**config.mk**
```make
export PLATFORM = sky130hd
export DESIGN_NAME = as_uart_rx
export DESIGN_NICKNAME = d
export VERILOG_FILES = /design/src/rtl/as_pack.sv /design/src/rtl/as_br.sv /design/src/rtl/as_uart_rx.sv
export SDC_FILE = /design/constraint.sdc
export NUM_CORES = 1
export LEC_CHECK = 0
export CAP_MARGIN = 20
export CORE_UTILIZATION = 54
export DETAILED_ROUTE_END_ITERATION = 7
export GPL_TIMING_DRIVEN = 0
export HOLD_SLACK_MARGIN = 0.02
export PLACE_DENSITY_LB_ADDON = 0.08
export SYNTH_ARGS = -nofsm -noshare
export SYNTH_HDL_FRONTEND = slang
export SYNTH_SLANG_ARGS = --single-unit
export TNS_END_PERCENT = 100
```
**constraint.sdc**
```tcl
create_clock -name clk_i -period 2.1 [get_ports clk_i]
set_input_delay 0.42 -clock clk_i [delete_from_list [all_inputs] [get_ports clk_i]]
set_output_delay 0.42 -clock clk_i [all_outputs]
set_load 0.02 [all_outputs]
```
**src/rtl/as_pack.sv**
```systemverilog
// Shared constants and types for the as_* UART blocks.
// Bit timing is expressed in clk cycles: br_cnt_max+1 cycles per bit.
package as_pack;

  localparam int unsigned br_cnt_max     = 9;
  localparam int unsigned br2_cnt_max    = 4;
  localparam int unsigned uart_data_bits = 8;
  localparam int unsigned br_cnt_w       = $clog2(br_cnt_max + 1);

  typedef enum logic [1:0] {
    RX_IDLE,
    RX_START,
    RX_DATA,
    RX_STOP
  } rx_state_t;

endpackage

```
**src/rtl/as_br.sv**
```systemverilog
// Baud-rate generator: free-running bit counter, restartable by start_i.
// br_o marks the end of a bit period, br2_o the half-bit point.
module as_br
  import as_pack::*;
(
  input  logic clk_i,
  input  logic rst_i,
  input  logic start_i,
  output logic br_o,
  output logic br2_o
);

  logic [br_cnt_w-1:0] cnt_q, cnt_d;

  always_comb begin
    cnt_d = cnt_q + 1'b1;
    if (start_i || (cnt_q == br_cnt_w'(br_cnt_max))) begin
      cnt_d = '0;
    end
  end

  always_ff @(posedge clk_i or posedge rst_i) begin
    if (rst_i) begin
      cnt_q <= '0;
    end else begin
      cnt_q <= cnt_d;
    end
  end

  // Strobes are suppressed while restarting so a stale count cannot fire.
  assign br_o  = !start_i && (cnt_q == br_cnt_w'(br_cnt_max));
  assign br2_o = !start_i && (cnt_q == br_cnt_w'(br2_cnt_max));

endmodule

```
**src/rtl/as_uart_rx.sv**
```systemverilog
// 8N1 UART receiver: synchronised start-edge detect, mid-bit sampling via
// as_br, and a one-entry holding register with framing/overrun status.
module as_uart_rx
  import as_pack::*;
(
  input  logic                      clk_i,
  input  logic                      rst_i,
  input  logic                      rxd_i,
  input  logic                      rd_i,
  output logic [uart_data_bits-1:0] data_o,
  output logic                      valid_o,
  output logic                      fe_o,
  output logic                      ov_o,
  output logic                      busy_o
);

  // Handshake: valid_o high means data_o is unread; rd_i while valid_o
  // consumes it (valid_o/fe_o/ov_o drop next cycle). A delivery in the same
  // cycle as rd_i wins: the new byte loads and valid_o stays high.

  localparam logic [2:0] last_bit = 3'(uart_data_bits - 1);

  rx_state_t                 state_q, state_d;
  logic                      rxd_meta_q, rxd_s_q, rxd_d_q;
  logic                      start_q, start_d;
  logic [2:0]                bit_cnt_q, bit_cnt_d;
  logic [uart_data_bits-1:0] shreg_q, shreg_d;
  logic [uart_data_bits-1:0] data_q, data_d;
  logic                      valid_q, valid_d;
  logic                      fe_q, fe_d;
  logic                      ov_q, ov_d;
  logic                      deliver;
  logic                      start_s;
  logic                      br2_s;

  assign start_s = start_q;

  as_br u_br (
    .clk_i   (clk_i),
    .rst_i   (rst_i),
    .start_i (start_s),
    .br_o    (),
    .br2_o   (br2_s)
  );

  // Synchroniser and edge-detect delay idle high so reset never looks like a start.
  always_ff @(posedge clk_i or posedge rst_i) begin
    if (rst_i) begin
      rxd_meta_q <= 1'b1;
      rxd_s_q    <= 1'b1;
      rxd_d_q    <= 1'b1;
    end else begin
      rxd_meta_q <= rxd_i;
      rxd_s_q    <= rxd_meta_q;
      rxd_d_q    <= rxd_s_q;
    end
  end

  always_comb begin
    state_d   = state_q;
    start_d   = 1'b0;
    bit_cnt_d = bit_cnt_q;
    shreg_d   = shreg_q;
    data_d    = data_q;
    valid_d   = valid_q;
    fe_d      = fe_q;
    ov_d      = ov_q;
    deliver   = 1'b0;

    unique case (state_q)
      RX_IDLE: begin
        if (rxd_d_q && !rxd_s_q) begin
          start_d = 1'b1;
          state_d = RX_START;
        end
      end
      RX_START: begin
        if (br2_s) begin
          if (!rxd_s_q) begin
            bit_cnt_d = 3'd0;
            state_d   = RX_DATA;
          end else begin
            state_d = RX_IDLE;
          end
        end
      end
      RX_DATA: begin
        if (br2_s) begin
          shreg_d   = {rxd_s_q, shreg_q[uart_data_bits-1:1]};
          bit_cnt_d = bit_cnt_q + 3'd1;
          if (bit_cnt_q == last_bit) begin
            state_d = RX_STOP;
          end
        end
      end
      RX_STOP: begin
        if (br2_s) begin
          deliver = 1'b1;
          state_d = RX_IDLE;
        end
      end
      default: state_d = RX_IDLE;
    endcase

    if (rd_i && valid_q) begin
      valid_d = 1'b0;
      fe_d    = 1'b0;
      ov_d    = 1'b0;
    end

    if (deliver) begin
      data_d  = shreg_q;
      valid_d = 1'b1;
      fe_d    = ~rxd_s_q;
      ov_d    = ov_d | (valid_q & ~rd_i);
    end
  end

  always_ff @(posedge clk_i or posedge rst_i) begin
    if (rst_i) begin
      state_q   <= RX_IDLE;
      start_q   <= 1'b0;
      bit_cnt_q <= 3'd0;
      shreg_q   <= '0;
      data_q    <= '0;
      valid_q   <= 1'b0;
      fe_q      <= 1'b0;
      ov_q      <= 1'b0;
    end else begin
      state_q   <= state_d;
      start_q   <= start_d;
      bit_cnt_q <= bit_cnt_d;
      shreg_q   <= shreg_d;
      data_q    <= data_d;
      valid_q   <= valid_d;
      fe_q      <= fe_d;
      ov_q      <= ov_d;
    end
  end

  assign data_o  = data_q;
  assign valid_o = valid_q;
  assign fe_o    = fe_q;
  assign ov_o    = ov_q;
  assign busy_o  = (state_q != RX_IDLE);

endmodule

```
# Yosys cells after proc, flatten, opt, wreduce, memory -nomap -nowiden
# Cells that the tools add are included.
# Widths: inputs -> output; s select.
[op_classes] bitwise=4 addsub=2 reduce_logical=13 mux=21 n_eq_ne=12
[op_table] op="$mux 2" n=6
[op_table] op="$ne 2x2->1 const B" n=6
[op_table] op="$mux 1" n=9
[op_table] op="$mux 3" n=3
[op_table] op="$pmux 2 s4" n=1
[op_table] op="$pmux 3 s2" n=1
[op_table] op="$reduce_bool 2->1" n=3
[op_table] op="$reduce_and 5->1" n=1
[op_table] op="$add 4x1->4 const B" n=1
[op_table] op="$eq 2x2->1 const B" n=2
[op_table] op="$eq 4x3->1 const B" n=1
[op_table] op="$eq 4x4->1 const B" n=1
[op_table] op="$mux 4" n=1
[op_table] op="$reduce_and 4->1" n=1
[op_table] op="$add 3x1->3 const B" n=1
[op_table] op="$eq 3x3->1 const B" n=1
[op_table] op="$logic_and 1x1->1" n=3
[op_table] op="$eq 2x1->1 const B" n=1
[op_table] op="$logic_not 1->1" n=2
[op_table] op="$logic_not 2->1" n=1
[op_table] op="$not 1->1" n=2
[op_table] op="$reduce_and 2->1" n=1
[op_table] op="$and 1x1->1" n=1
[op_table] op="$logic_or 1x1->1" n=1
[op_table] op="$or 1x1->1" n=1
[word_totals] output_inout_bits=12 ff_bits=32 in_bits=4

# Longest topological paths before layout
[logic_depth] word_depth=5 depth_mapped=7 mapped_depth_nobuf=5

# Modules after synthesis
# From an unflattened synthesis, not the netlist that was laid out.
[unflattened] hier_cells=102 hier_area_um2=1392.6
[modules_own_cells] module="as_uart_rx" cells_per_inst=78 area_per_inst_um2=1157.4 n_inst=1
[modules_own_cells] module="as_br" cells_per_inst=24 area_per_inst_um2=235.2 n_inst=1

# Worst setup path after synthesis
# Ideal clock, no wire load.
[synth_path] path_kind="flip-flop to flip-flop" from="reg u_br.cnt_q[0]" to="reg shreg_q[1]" arrival_ns=1.485 period_less_slack_ns=1.610 required_ns=1.975 n_path_buf=2 slack_ns=0.490 path_stages_with_launch=8 path_cell_list="dfrtp_1 > inv_1 > ha_1 > and4bb_1 > buf_6 > nand3b_4 > buf_6 > mux2_4"
[synth_between] elab_chain_cells=3
[synth_rtl] item="start: declaration" line="as_br.sv:13" text="logic [br_cnt_w-1:0] cnt_q, cnt_d;"
[synth_rtl] item="start signal: assignment" line="as_br.sv:26" text="cnt_q <= cnt_d;"
[synth_rtl] item="$eq 4x3->1" line="as_br.sv:32" text="assign br2_o = !start_i && (cnt_q == br_cnt_w'(br2_cnt_max));"
[synth_rtl] item="$logic_and 1x1->1" line="as_br.sv:32"
[synth_rtl] item="$reduce_and 2->1 (no source line)"
[synth_rtl] item="end signal: assignment" line="as_uart_rx.sv:133" text="shreg_q <= shreg_d;"
[synth_rtl] item="end: declaration" line="as_uart_rx.sv:27" text="logic [uart_data_bits-1:0] shreg_q, shreg_d;"
# Every way passes these cells.
# A chain may end at the register's enable or synchronous reset.

==> results.toml <==
[global_routing]
first_global_vias = 861
maximum_number_of_pins_on_one_net_before_global_route_repair = 26
number_of_antenna_violations_at_the_first_check_in_global_routing = 0
grt_pass1_wl_um = 3770
grt_util_all_layers_pct = 20.0
globalRoute.totalOverflow = 0

[placed_design]
globalplace.congestion = 0.727
dpl-instance-area_um2 = 1640
dp_hpwl_um = 1590
place.port_buffers = 15

[route]
avgRoutedWirePerCell_um = 15.0
vias_per_cell = 5.35
route.vias.total = 824
drt_pass1_iterations = 4
initial_detailed_routing_violation_count = 19
drcViolationCount = 0
drtAntennaViolNets = 0
detail_route.wirelength_um = 2310

[cells_and_area]
syn_to_final_growth_pct = 17.8
total_area_of_multi_input_combinational_cells_um2 = 574
mostFrequentLayoutCells = "28 x dfrtp_1, 14 x clkdlybuf4s50_1, 10 x mux2_2"
fillers = 191
drive_above_1_share_pct = 29.0
final_stage_net_count = 133
final_common_cell = "dfrtp_1"
finalCoreUtilization_pct = 67.9
finished_layout_cell_area_um2 = 1680
number_of_antenna_repair_diodes = 0
ff_latch_area_um2 = 806

[floorplanning]
site_row_count = 18
die-height_um = 53.4
io_pins = 16
die-area_um2 = 2850
floorplan.initialDensity_pct = 57.6
core_region_area_um2 = 2480
chipWidth_um = 53.4

[synthesis]
syn-mean-instance-area_um2 = 13.9
ys_seq_elements = 32
ys.warnings.count = 0
synth_edf_count = 0
post_synthesis_cells = 103
ys_dominant_reg_cell = "dfrtp_1"
syn_nets = 112
post_synthesis_instance_area_um2 = 1430
postSynth.asyncResetShare_pct = 100
ys_seq_area_share_pct = 56.4
netlist-cell-type-count = 31

[worst_setup_path]
setup.worst_path.end_class = "output port"
worstReg2RegStart = "u_br.cnt_q[0]"
worstPathRequired_ns = 1.68
critical_path.max_fanout = 11
cp-start-kind = "register"
critPathArrivalTime_ns = 1.50
critical_path_class = "register to output port"

[power]
total_leakage_power_nw = 0.843
design_power_total_mw = 1.65
power-per-cell-area_nw_per_um2 = 981
worst_ir_drop_vdd_mv = 0.650

[min_path]
worst_hold_check_path_type = "input port to async pin"

[clocking]
clock_insertion_delay_at_the_later_pin_of_the_skew_report_ns = 0.33
max-clock-path-buffers = 2
clock-root-buffer = "clkbuf_4"
post_cts.repair.setup_buffers = 0
cts.sink_count = 32
post_cts.resized_instances = 2
post_cts_hold_buffer_count = 0
cts-htree-levels = 2
worst_setup_hold_path_clk_slew_ns = 0.10
tritoncts = "yes"
cts_inserted_buffers = 5

[timing]
finalSetupViolCount = 0
timing.setup.tns_ns = 0
timing.clock.skew_ns = 0.0125
fin_crit_sh_pct = 91.3
post-route-min-period_ns = 1.92
rsz_0062_raised_after_global_routing = "no"
timing_worst_slew_pin_value_ns = 0.380
final-max-slew-violation-count = 0
hold_violations = 0
max_freq_mhz = 521
slew_headroom_pct = 74.7

[job]
maxCapViolCount = 0

[run_status]
outcome = "completed"
==> worst paths after layout <==
check                             endpoint  slack, ns  cells after the start
worst max-delay path                busy_o       0.18                      2
worst min-delay path            shreg_q[3]       0.35                      2
worst max register to register  shreg_q[5]       0.35                      7
worst min register to register     rxd_s_q       0.36                      0
max in group asynchronous       rxd_meta_q       1.22                      3
min in group clk_i                 rxd_s_q       0.36                      0
==> cell usage after synthesis (2+ instances only) <==
cell      instances  area share [%]
a211oi_1          2             1.1
a21boi_0          2             1.1
a21oi_1           2            0.70
and3_1            2            0.88
buf_6             2             1.6
dfrtp_1          29              51
dfstp_2           3             5.5
ha_1              5             4.4
inv_1             5             1.3
mux2_2           10             7.9
mux2_4            7             7.4
mux2i_1           2             1.4
nand2_1           6             1.6
nand2b_1          2            0.88
nor2_1            4             1.1
o21ai_0           2            0.70
o21bai_1          2             1.1
o221a_2           3             2.4
==> registers in the layout (all words and copies together) (netlist names), 3 cells and up, named ones only <==
register and flops:
bit_cnt_q 3, data_o 8, shreg_q 8, u_br.cnt_q 4
==> per-stage QoR <==
step	std cells	setup slack, ns	hold WS, ns
after floorplan	103	0.490	0.345
after global placement	148	0.141	0.346
after detailed placement	149	0.134	0.348
after CTS	154	0.169	0.343
after global routing	154	0.144	0.369
final	154	0.182	0.350
==> worst max-delay path, stage by stage (launching register included) <==
cell and delay (ns):
dfrtp_2 0.51, or2_2 0.34, dlygate4sd2_1 0.32
==> layer usage <==
layer	vias to the layer above	wire, µm	GRT usage, %
met5	-	0	0
met4	0	57	13.2
met3	5	69	6.03
met2	15	1060	29.8
met1	398	1130	24.8
li1	406	-	-
==> area by class of cell <==
| class | instances | share of cell area (%) |
|---|---|---|
| sequential | 32 | 47.9 |
| multi-input combinational | 62 | 34.2 |
| timing repair buffer | 16 | 10.5 |
| clock buffer | 6 | 2.46 |
| tap | 30 | 2.23 |
| buffer | 2 | 1.34 |
| inverter | 5 | 1.12 |
| clock inverter | 1 | 0.298 |
==> logic make-up (layout without fill, tap and decap cells) <==
logic type               after synthesis  after routing  synth area share, %
buffers and inverters                  9             30                 3.42
AND/OR/NAND/NOR                       22             22                 10.7
AO/OA/AOI/OAI                         16             16                 8.50
flip-flops                            32             32                 56.4
adder cells (fa/ha/maj)                5              5                 4.38
multiplexers                          19             19                 16.7
==> power by group <==
part | switching, mW | internal [mW] | leakage, nW
Combinational | 0.227 | 0.246 | 0.394
Sequential | 0.137 | 0.722 | 0.421
Clock | 0.194 | 0.123 | 0.0281
Total | 0.558 | 1.09 | 0.843
Note: power is estimated with default switching activity, not from simulation.
